## config.mk

```make
export PLATFORM = sky130hd
export DESIGN_NAME = uart_tx_arbiter
export DESIGN_NICKNAME = d
export VERILOG_FILES = /design/src/rtl/uart_pkg.sv /design/src/rtl/uart_rr_arbiter2.sv /design/src/rtl/uart_tx_arbiter.sv
export SDC_FILE = /design/constraint.sdc
export NUM_CORES = 1
export LEC_CHECK = 0
export ABC_AREA = 0
export BUFFER_PORTS_ARGS = -buffer_cell sky130_fd_sc_hd__buf_2
export CORE_MARGIN = 2
export CORE_UTILIZATION = 59
export CTS_CLUSTER_SIZE = 30
export DETAILED_ROUTE_END_ITERATION = 12
export PLACE_DENSITY = 0.83
export SETUP_SLACK_MARGIN = 0.1
export SLEW_MARGIN = 20
export SYNTH_ARGS = -nofsm -noshare
export SYNTH_HDL_FRONTEND = slang
export SYNTH_SLANG_ARGS = --single-unit
```

## constraint.sdc

```tcl
create_clock -name clk -period 4.7 [get_ports clk]
set_input_delay 0.705 -clock clk [delete_from_list [all_inputs] [get_ports clk]]
set_output_delay 0.705 -clock clk [all_outputs]
set_load 0.005 [all_outputs]
```

## src/rtl/uart_pkg.sv

```systemverilog
// ============================================================================
//  Module      : uart_pkg
//  Description : Shared types and constants for the UART TX arbiter block:
//                FSM state encoding, requester IDs, data width, parity helper.
//  Revision    : 1.0 - initial release
// ============================================================================
`default_nettype none

package uart_pkg;

    localparam int UART_DATA_W = 8;

    // Requester identifiers; also used as grant values and ready indices
    localparam logic REQ_CPU = 1'b0;
    localparam logic REQ_KBD = 1'b1;

    typedef enum logic [2:0] {
        ST_IDLE   = 3'd0,
        ST_START  = 3'd1,
        ST_DATA   = 3'd2,
        ST_PARITY = 3'd3,
        ST_STOP   = 3'd4
    } uart_state_e;

    // Even parity bit: XOR of all data bits
    function automatic logic even_parity(input logic [UART_DATA_W-1:0] d);
        return ^d;
    endfunction

endpackage

`default_nettype wire

```

## src/rtl/uart_rr_arbiter2.sv

```systemverilog
// ============================================================================
//  Module      : uart_rr_arbiter2
//  Description : Two-way round-robin winner selection with one-hot ready.
//                A tie goes to the requester that did not own the last frame.
//                Purely combinational; enable gates all readies.
//  Revision    : 1.0 - initial release
// ============================================================================
`default_nettype none

module uart_rr_arbiter2
    import uart_pkg::*;
(
    input  logic [1:0] valid_i,
    input  logic       last_i,
    input  logic       enable_i,
    output logic [1:0] ready_o,
    output logic       winner_o,
    output logic       req_o
);

    // Winner selection and one-hot ready generation
    always_comb begin
        winner_o = REQ_CPU;
        if (valid_i == 2'b11) begin
            winner_o = ~last_i;
        end else if (valid_i[REQ_KBD]) begin
            winner_o = REQ_KBD;
        end
        req_o   = enable_i & (|valid_i);
        ready_o = 2'b00;
        if (req_o) begin
            ready_o[winner_o] = 1'b1;
        end
    end

endmodule

`default_nettype wire

```

## src/rtl/uart_tx_arbiter.sv

```systemverilog
// ============================================================================
//  Module      : uart_tx_arbiter
//  Description : Shares one 8N1 UART transmitter between a CPU byte source and
//                a keyboard scan-code source with round-robin arbitration at
//                frame boundaries. Optional even parity bit (8E1) when the
//                macro UART_TX_PARITY_EN is defined.
//  Revision    : 1.0 - initial release
// ============================================================================
`default_nettype none

module uart_tx_arbiter
    import uart_pkg::*;
#(
    parameter int CLKS_PER_BIT = 434,
    parameter int CNT_W        = 9
) (
    input  logic                   clk,
    input  logic                   rst,
    input  logic [UART_DATA_W-1:0] cpu_data_i,
    input  logic                   cpu_valid_i,
    output logic                   cpu_ready_o,
    input  logic [UART_DATA_W-1:0] kbd_data_i,
    input  logic                   kbd_valid_i,
    output logic                   kbd_ready_o,
    output logic                   uart_tx,
    output logic                   busy_o,
    output logic                   grant_o
);

    localparam logic [CNT_W-1:0] BIT_LAST = CNT_W'(CLKS_PER_BIT - 1);
    localparam logic [CNT_W-1:0] CNT_ONE  = CNT_W'(1);

    uart_state_e            state_q;
    logic [CNT_W-1:0]       cnt_q;
    logic [2:0]             idx_q;
    logic [UART_DATA_W-1:0] shift_q;
    logic                   tx_q;
    logic                   grant_q;
`ifdef UART_TX_PARITY_EN
    logic                   par_q;
`endif

    logic [1:0]             w_ready;
    logic                   w_winner;
    logic                   w_req;
    logic                   w_enable;
    logic                   w_bit_end;
    logic [UART_DATA_W-1:0] w_byte;

    // Readies stay low while reset is held so no byte is handed over and lost
    assign w_enable  = (state_q == ST_IDLE) && !rst;
    assign w_bit_end = (cnt_q == BIT_LAST);
    assign w_byte    = (w_winner == REQ_KBD) ? kbd_data_i : cpu_data_i;

    uart_rr_arbiter2 u_arb (
        .valid_i  ({kbd_valid_i, cpu_valid_i}),
        .last_i   (grant_q),
        .enable_i (w_enable),
        .ready_o  (w_ready),
        .winner_o (w_winner),
        .req_o    (w_req)
    );

    // Frame FSM: baud counter, bit index, shifter and registered line output
    always_ff @(posedge clk) begin
        if (rst) begin
            state_q <= ST_IDLE;
            cnt_q   <= '0;
            idx_q   <= '0;
            shift_q <= '0;
            tx_q    <= 1'b1;
            grant_q <= REQ_KBD;
`ifdef UART_TX_PARITY_EN
            par_q   <= 1'b0;
`endif
        end else begin
            case (state_q)
                ST_IDLE: begin
                    tx_q  <= 1'b1;
                    cnt_q <= '0;
                    idx_q <= '0;
                    if (w_req) begin
                        shift_q <= w_byte;
                        grant_q <= w_winner;
                        tx_q    <= 1'b0;
                        state_q <= ST_START;
`ifdef UART_TX_PARITY_EN
                        par_q   <= even_parity(w_byte);
`endif
                    end
                end
                ST_START: begin
                    if (w_bit_end) begin
                        cnt_q   <= '0;
                        tx_q    <= shift_q[0];
                        state_q <= ST_DATA;
                    end else begin
                        cnt_q <= cnt_q + CNT_ONE;
                    end
                end
                ST_DATA: begin
                    if (w_bit_end) begin
                        cnt_q <= '0;
                        if (idx_q == 3'd7) begin
                            idx_q   <= '0;
`ifdef UART_TX_PARITY_EN
                            tx_q    <= par_q;
                            state_q <= ST_PARITY;
`else
                            tx_q    <= 1'b1;
                            state_q <= ST_STOP;
`endif
                        end else begin
                            idx_q   <= idx_q + 3'd1;
                            shift_q <= shift_q >> 1;
                            tx_q    <= shift_q[1];
                        end
                    end else begin
                        cnt_q <= cnt_q + CNT_ONE;
                    end
                end
`ifdef UART_TX_PARITY_EN
                ST_PARITY: begin
                    if (w_bit_end) begin
                        cnt_q   <= '0;
                        tx_q    <= 1'b1;
                        state_q <= ST_STOP;
                    end else begin
                        cnt_q <= cnt_q + CNT_ONE;
                    end
                end
`endif
                ST_STOP: begin
                    if (w_bit_end) begin
                        cnt_q   <= '0;
                        state_q <= ST_IDLE;
                    end else begin
                        cnt_q <= cnt_q + CNT_ONE;
                    end
                end
                default: begin
                    cnt_q   <= '0;
                    idx_q   <= '0;
                    tx_q    <= 1'b1;
                    state_q <= ST_IDLE;
                end
            endcase
        end
    end

    assign cpu_ready_o = w_ready[REQ_CPU];
    assign kbd_ready_o = w_ready[REQ_KBD];
    assign uart_tx     = tx_q;
    assign busy_o      = (state_q != ST_IDLE);
    assign grant_o     = grant_q;

endmodule

`default_nettype wire
```

# Yosys cells after proc, flatten, opt, wreduce, memory -nomap -nowiden
# Index checks and enable logic that the tools add are counted.
# totals
output_inout_bits	5
input_bits	20
register_bits	25
wordCells	66
# classes
n_lt_le_gt_ge	2
add_sub_neg	2
muxes	24
eq_ne	12
bitwise	5
reduce_logical	15
# op_table
op	n
8-bit two-way mux	4
3-bit two-way mux	7
8-bit case mux with 2 select lines	1
3-bit case mux with 4 select lines	1
2-bit inequality test (second input constant)	5
9-bit by 1-bit adder with 9-bit output (second input constant)	1
9-bit equality test (second input constant)	1
1-bit two-way mux	7
3-bit equality test (second input constant)	2
3-bit case mux with 2 select lines	1
3-bit OR reduction	2
5-bit AND reduction	1
1-bit inverter	4
1-bit case mux with 4 select lines	1
2-bit AND reduction	2
4-bit AND reduction	1
2-bit OR reduction	2
3-bit by 1-bit adder with 3-bit output (second input constant)	1
3-bit by 1-bit equality test with 1-bit output (second input constant)	1
3-bit by 2-bit equality test with 1-bit output (second input constant)	1
3-bit logical NOT	1
3-bit AND reduction	1
3-bit nonzero test	1
2-bit equality test (second input constant)	1
9 further kinds	10

# Logic depth before layout (Yosys ltp)
# Gate-level depths: netlist (run 1).
# depth
depth_word	7
ltp_mapped	7
mapped_depth_nobuf	6

# Hierarchy
# A second synthesis (run 1) with hierarchy kept.
# unflattened
cells_unflattened	155
area_unflattened_um2	1423.9
# modules_own_cells
mod	instances	area_each_um2	cells_each	seq_area_each_um2
uart_tx_arbiter	1	1386.3	149	500.5
uart_rr_arbiter2	1	37.5	6	0.0

# Worst setup path after synthesis (run 1)
# No wires, ideal clock.
# synth_timing
kind	input -> output
startpoint	input port rst
endpoint	output port cpu_ready_o
t_required_ps	3995
slack_ps	2626
arrival_ps	1369
path_buffers	1
path_stages	3
path_cell_list	clkbuf_1 or3_1 nor2_1
# synth_via
elab_chain_len	4
# synth_rtl
element	line	source
start: declaration	uart_tx_arbiter.sv:18	input logic rst,
1-bit logical NOT	uart_tx_arbiter.sv:51	assign w_enable = (state_q == ST_IDLE) && !rst;
1-bit logical AND	uart_tx_arbiter.sv:51	
1-bit AND	uart_rr_arbiter2.sv:29	req_o = enable_i & (|valid_i);
2-bit two-way mux	uart_rr_arbiter2.sv:31	if (req_o) begin
end: declaration	uart_tx_arbiter.sv:21	output logic cpu_ready_o,
# No other way between the ends.

# Final worst setup path (run 1)
# layout_timing
startpoint	register state_q[2]
endpoint	output port kbd_ready_o
# layout_via
elab_chain_len	4
# layout_rtl
element	line	source
start: declaration	uart_tx_arbiter.sv:33	uart_state_e state_q;
start signal: assignment	uart_tx_arbiter.sv:67	state_q <= ST_IDLE;
start signal: assignment	uart_tx_arbiter.sv:86	state_q <= ST_START;
start signal: assignment	uart_tx_arbiter.sv:96	state_q <= ST_DATA;
3-bit logical NOT	uart_tx_arbiter.sv:51	
1-bit logical AND	uart_tx_arbiter.sv:51	
1-bit AND	uart_rr_arbiter2.sv:29	
2-bit two-way mux	uart_rr_arbiter2.sv:31	
end: declaration	uart_tx_arbiter.sv:24	output logic kbd_ready_o,
# No other way between the ends.

==> results of run 1 <==
-- final cells by class --
type,instances,share of cell area
flip-flops and latches,25,0.3079
well taps,30,0.02309
inverters,7,0.01617
clock inverters,1,0.003079
repair buffers,25,0.07852
multi-input cells,120,0.5574
clock buffers,3,0.01386
-- state kept, by name, indices dropped and copies added (netlist names) --
signal	cells
grant_o	1
state_q	3
cnt_q	9
shift_q	8
uart_tx	1
idx_q	3
-- cell usage in the layout, fill, tap and decap left out, drive strengths merged, types with 5 or more instances in the layout --
cell type	Yosys	layout
nand2b	8	8
buf	7	25
mux2i	15	15
nand3	5	5
o21ai	5	5
inv	7	7
a211o	7	7
nor2	27	27
dfxtp	25	25
a21oi	5	5
xnor2	8	8
-- logic make-up after synthesis --
kind of cell,synth area share
compound gates,0.1533
xor+xnor,0.05220
fa+ha+maj,0.03314
buf+inv,0.06877
flops,0.3314
mux,0.1069
simple gates,0.2544
-- where the power goes --
part / leakage (nW) / switching, mW / internal [mW]
sequential: 0.204 / 0.0263 / 0.240
combinational: 0.435 / 0.0911 / 0.0836
clock: 0.0177 / 0.0643 / 0.0318
-- worst paths after layout --
path | start | endpoint | slack [ns] | depth (start not counted)
min reg2reg | shift_q[4]$_SDFFE_PP0P_ | shift_q[4]$_SDFFE_PP0P_ | 0.49 | 2
min | shift_q[4]$_SDFFE_PP0P_ | shift_q[4]$_SDFFE_PP0P_ | 0.49 | 2
max | state_q[2]$_SDFFE_PP0P_ | kbd_ready_o | 2.10 | 5
max reg2reg | state_q[1]$_SDFFE_PP0P_ | cnt_q[4]$_SDFF_PP0_ | 2.61 | 4
-- Yosys cell counts --
master	instances	share of area
sky130_fd_sc_hd__dfxtp_1	25	0.33
sky130_fd_sc_hd__nor2_1	18	0.045
sky130_fd_sc_hd__mux2i_1	15	0.099
sky130_fd_sc_hd__nand2b_1	8	0.033
sky130_fd_sc_hd__nor2_2	8	0.033
sky130_fd_sc_hd__xnor2_1	8	0.046
sky130_fd_sc_hd__a211o_1	7	0.041
sky130_fd_sc_hd__inv_1	7	0.017
sky130_fd_sc_hd__a21oi_1	5	0.017
sky130_fd_sc_hd__buf_6	5	0.037
sky130_fd_sc_hd__nand3_1	5	0.017
sky130_fd_sc_hd__o21ai_0	5	0.017
sky130_fd_sc_hd__ha_1	4	0.033
sky130_fd_sc_hd__clkbuf_1	3	0.0075
sky130_fd_sc_hd__nand2_1	3	0.0075
sky130_fd_sc_hd__nand4bb_1	3	0.022
sky130_fd_sc_hd__nor3_1	3	0.0099
sky130_fd_sc_hd__or3_1	3	0.012
sky130_fd_sc_hd__buf_2	2	0.0066
sky130_fd_sc_hd__o31ai_1	2	0.0099
sky130_fd_sc_hd__a211oi_1	1	0.0050
sky130_fd_sc_hd__a21boi_0	1	0.0050
sky130_fd_sc_hd__a22oi_1	1	0.0050
sky130_fd_sc_hd__a31o_2	1	0.0058
sky130_fd_sc_hd__a31oi_1	1	0.0041
sky130_fd_sc_hd__and3_1	1	0.0041
sky130_fd_sc_hd__and4b_1	1	0.0066
sky130_fd_sc_hd__mux2_2	1	0.0075
sky130_fd_sc_hd__nand4_1	1	0.0041
sky130_fd_sc_hd__nand4b_1	1	0.0058
sky130_fd_sc_hd__nor2_4	1	0.0075
sky130_fd_sc_hd__nor3_2	1	0.0066
sky130_fd_sc_hd__nor4b_1	1	0.0058
sky130_fd_sc_hd__nor4b_4	1	0.016
sky130_fd_sc_hd__nor4bb_1	1	0.0066
sky130_fd_sc_hd__o2111ai_1	1	0.0058
sky130_fd_sc_hd__o21a_4	1	0.0099
sky130_fd_sc_hd__o21bai_1	1	0.0050
sky130_fd_sc_hd__o221ai_4	1	0.017
sky130_fd_sc_hd__o32a_1	1	0.0066
sky130_fd_sc_hd__or2_2	1	0.0041
sky130_fd_sc_hd__or3b_4	1	0.0075
sky130_fd_sc_hd__xor2_1	1	0.0058
-- layer usage --
| metal | vias up | GRT usage |
|---|---|---|
| li1 | 613 | - |
| met1 | 575 | 0.2450 |
| met2 | 29 | 0.3909 |
| met3 | 4 | 0.03005 |
| met4 | 0 | 0.09583 |
| met5 | - | 0 |
-- worst register-to-register path, cell delays in order, from the launching register on --
cell	delay (ns)
sky130_fd_sc_hd__dfxtp_1	0.54
sky130_fd_sc_hd__or3b_4	0.55
sky130_fd_sc_hd__o21a_4	0.18
sky130_fd_sc_hd__or3_1	0.58
sky130_fd_sc_hd__nor2_2	0.19
==> results.txt, run 1 <==
Post-placement cell area: 1598 um2
First-pass GRT wire length: 4650 um
Setup TNS after final layout: 0 ns
Latest clock arrival within the worst-skew pair: 0.31 ns
Fmax: 384.3 MHz
DRT antenna net count: 0
GRT Resource Usage Total: 0.2149
H-tree depth reported by CTS: 1
First-pass detailed-route iteration total: 4
Clock tree from TritonCTS: yes
Setup repair after global routing missed its margin: false
Final weighted congestion in routability-driven placement: 0.7933
Power after layout: 0.5369 mW
Fin. Hold Viols: 0
Total number of placement rows: 18
Footprint of the multi-input gates: 905.9 um2
Number of max-cap violations: 0
Via count normalized by instance count: 5.787
Cell Chain, Critical Path: nor3_2 > inv_1 > or3_1 > nor2_1 > buf_2
Distinct cell type count of the synthesized netlist: 43
Worst Slack Setup Final: 2.098 ns
Max_slew headroom: 0.5823
Total routed wirelength: 2907 um
Area of all sequential standard cells: 500.5 um2
Clock period minus worst slack: 2.602 ns
Initial antenna violation count: 0
Detailed placer's ending HPWL: 2261 um
Syn avg cell area: 9.322 um2
Sort of element at the end of the critical path: primary output
Met3 wire length: 114 um
Number of DRC violations after detailed routing: 0
Cell count after synthesis: 162
Max rail drop VDD: 0.2675 mV
Max Transition Viols Final: 0
Fin Clk Skew: 0.007355 ns
Die area: 2981 um2
Overflow left after global routing: 0
Final hold slack: 0.4910 ns
Run status: finished, final reports clean
Synth-to-layout area growth: 7.622%
Met2 wire length: 1546 um
Highest metal used: met4
DIE WIDTH: 54.60 um
Final routed wire length divided by cell count: 13.78 um
Final-stage net count: 206
Sequential area share after synthesis: 0.3314
Clock net sink count: 25
Met1 layer wirelength in the final routing: 1228 um
Count of fill cells added during filler insertion: 213
Via count: 1,221
Finish-stage setup viols: 0
Via count of the first global-routing pass: 1,136
Synthesized Nets: 186
Hold buffers post-CTS: 0
Fraction of layout cells with a size suffix above 1: 0.2541
CP startpoint kind: flop
Actual transition at the worst max-transition pin: 0.6200 ns
Leak Pwr: 0.6565 nW
Dpl cells: 207
Number of antenna repair diodes: 0
Effective utilization at floorplan: 0.6152
Critical-path top delay cell: sky130_fd_sc_hd__dfxtp_1
Class of the tightest hold or removal check: reg2reg
Arr. time, crit path: 1.90 ns
Yosys Warn Count: 0
Root cell of the clock tree: sky130_fd_sc_hd__clkbuf_4
Worst setup path class: reg2out
Critical path data required time: 3.99 ns
Kind of cell adding the most delay to the critical path: simple AND/OR/NAND/NOR gates
Maximum buffer depth of the clock tree: 2
Initial DRC Count: 24
Die Y: 54.60 um
Largest net degree at the start of global routing: 29
Worst Path Max Fanout: 8
Post_cts resized: 0
Number of primary I/O pins: 25
Buffers and inverters on the worst path: 2
Clock transition at the registers of the reported paths: 0.14 ns
Non-filler instance count after layout: 211
Clock buffers created by TritonCTS: 3
Netlist area before placement: 1510 um2
Yosys reg bits: 25
Setup Buffers After CTS: 0
Final design area excluding fillers: 1625 um2
Worst-case setup slack after placement: 2.387 ns
Worst path max stage delay: 0.44 ns
Core utilization of the finished layout: 0.6621
Count of port buffers added during placement: 24
Fin crit share: 0.5536
Total core area: 2455 um2
PD cells: 330.3 nW/um2
(Power assumes the default switching activity.)
==> run 2: changes to the inputs <==
--- a/config.mk
+++ b/config.mk
@@ -8,10 +8,10 @@
 export ABC_AREA = 0
 export BUFFER_PORTS_ARGS = -buffer_cell sky130_fd_sc_hd__buf_2
 export CORE_MARGIN = 2
-export CORE_UTILIZATION = 59
+export CORE_UTILIZATION = 55
 export CTS_CLUSTER_SIZE = 30
 export DETAILED_ROUTE_END_ITERATION = 12
-export PLACE_DENSITY = 0.83
+export PLACE_DENSITY = 0.78
 export SETUP_SLACK_MARGIN = 0.1
 export SLEW_MARGIN = 20
 export SYNTH_ARGS = -nofsm -noshare
==> constraint.sdc (replaced) <==
create_clock -name clk -period 2.45 [get_ports clk]
set_input_delay 0.3675 -clock clk [delete_from_list [all_inputs] [get_ports clk]]
set_output_delay 0.3675 -clock clk [all_outputs]
set_load 0.005 [all_outputs]
==> results.txt, run 2 (same netlist as run 1, synthesis figures left out) <==
Run status: finished, final reports clean
Via count: 1,215
Max_slew headroom: 0.5678
Final hold slack: 0.3264 ns
Worst Slack Setup Final: 0.2554 ns
Initial DRC Count: 25
Power after layout: 1.045 mW
Maximum buffer depth of the clock tree: 2
Worst path max stage delay: 0.44 ns
Arr. time, crit path: 1.83 ns
Clock tree from TritonCTS: yes
Max Transition Viols Final: 0
Post-placement cell area: 1607 um2
Total number of placement rows: 19
Clock buffers created by TritonCTS: 3
Fmax: 455.7 MHz
Class of the tightest hold or removal check: in2reg
Critical path data required time: 2.08 ns
Fraction of layout cells with a size suffix above 1: 0.2582
Critical-path top delay cell: sky130_fd_sc_hd__dfxtp_1
Leak Pwr: 0.6573 nW
Number of primary I/O pins: 25
Die area: 3181 um2
Final-stage net count: 207
Sort of element at the end of the critical path: primary output
Synth-to-layout area growth: 8.368%
Die Y: 56.40 um
Worst setup path class: reg2out
Number of antenna repair diodes: 0
Cell Chain, Critical Path: nor3_2 > buf_4 > inv_1 > or3_1 > nor2_1 > buf_2
Overflow left after global routing: 0
Count of port buffers added during placement: 24
First-pass GRT wire length: 4657 um
Post_cts resized: 0
Fin Clk Skew: 0.001539 ns
Setup Buffers After CTS: 0
PD cells: 638.2 nW/um2
Core utilization of the finished layout: 0.6092
Max rail drop VDD: 0.5529 mV
Max FFs per register: 9
Actual transition at the worst max-transition pin: 0.6416 ns
DIE WIDTH: 56.40 um
Highest-count cells in the layout ignoring fill and taps: sky130_fd_sc_hd__dfxtp_1 (25), sky130_fd_sc_hd__buf_2 (24), sky130_fd_sc_hd__nor2_1 (18), sky130_fd_sc_hd__mux2i_1 (15)
Total routed wirelength: 2775 um
Fin crit share: 0.8958
Largest registers: cnt_q (9), shift_q (8)
Root cell of the clock tree: sky130_fd_sc_hd__clkbuf_4
Clock transition at the registers of the reported paths: 0.14 ns
Final design area excluding fillers: 1637 um2
Effective utilization at floorplan: 0.5622
Worst-case setup slack after placement: 0.4498 ns
Latest clock arrival within the worst-skew pair: 0.33 ns
Via count normalized by instance count: 5.704
Number of max-cap violations: 0
Fin. Hold Viols: 0
Setup repair after global routing missed its margin: false
Most common library cell in the layout ignoring fill and taps: sky130_fd_sc_hd__dfxtp_1
Number of DRC violations after detailed routing: 0
Detailed placer's ending HPWL: 2123 um
Dpl cells: 209
Final routed wire length divided by cell count: 13.03 um
Via count of the first global-routing pass: 1,100
GRT Resource Usage Total: 0.1846
Clock period minus worst slack: 2.195 ns
Register ranked first by flip-flop count: cnt_q
Initial antenna violation count: 0
DRT antenna net count: 0
Hold buffers post-CTS: 0
Worst Path Max Fanout: 8
Largest net degree at the start of global routing: 29
Final weighted congestion in routability-driven placement: 0.8958
Total core area: 2686 um2
First-pass detailed-route iteration total: 4
Non-filler instance count after layout: 213
Count of fill cells added during filler insertion: 238
H-tree depth reported by CTS: 1
Setup TNS after final layout: 0 ns
Clock net sink count: 25
CP startpoint kind: flop
Finish-stage setup viols: 0
-- run 2: path summary, 6_finish.rpt --
kind,start,endpoint,slack (ns),cells past startpoint
setup reg to reg,state_q[1]$_SDFFE_PP0P_,cnt_q[2]$_SDFF_PP0_,0.43,4
setup / recovery,state_q[2]$_SDFFE_PP0P_,cpu_ready_o,0.26,6
hold reg to reg,shift_q[4]$_SDFFE_PP0P_,shift_q[4]$_SDFFE_PP0P_,0.49,2
hold / removal,kbd_valid_i,grant_o$_SDFFE_PP1P_,0.33,3
-- run 2: final cells by class --
| type | instances | area [um2] | area share |
|---|---|---|---|
| clock inverters | 1 | 7.507 | 0.004587 |
| well taps | 31 | 38.79 | 0.02370 |
| inverters | 7 | 26.28 | 0.01606 |
| flip-flops and latches | 25 | 500.5 | 0.3058 |
| repair buffers | 26 | 135.1 | 0.08257 |
| multi-input cells | 120 | 905.9 | 0.5535 |
| clock buffers | 3 | 22.52 | 0.01376 |
-- run 2: worst max-delay path: cells and delay by family, from the launching register on --
family	cells	cell delay [ns]
flip-flops	1	0.44
AND/OR/NAND/NOR	3	0.73
buffers and inverters	3	0.34
-- run 2: where the power goes --
| group | leakage [nW] | total (mW) | internal (mW) | switching (mW) |
|---|---|---|---|---|
| combinational | 0.439 | 0.340 | 0.167 | 0.173 |
| sequential | 0.204 | 0.510 | 0.460 | 0.0501 |
| clock | 0.0139 | 0.195 | 0.0625 | 0.132 |
| total | 0.657 | 1.04 | 0.689 | 0.355 |
-- run 2: routing by layer --
layer  track usage  up-vias  part of all wire
met3       0.02765        4             0.031
met2        0.3193       23              0.50
li1              -      622                 -
met5             0        -                 0
met4       0.08503        0             0.015
met1        0.2246      566              0.45
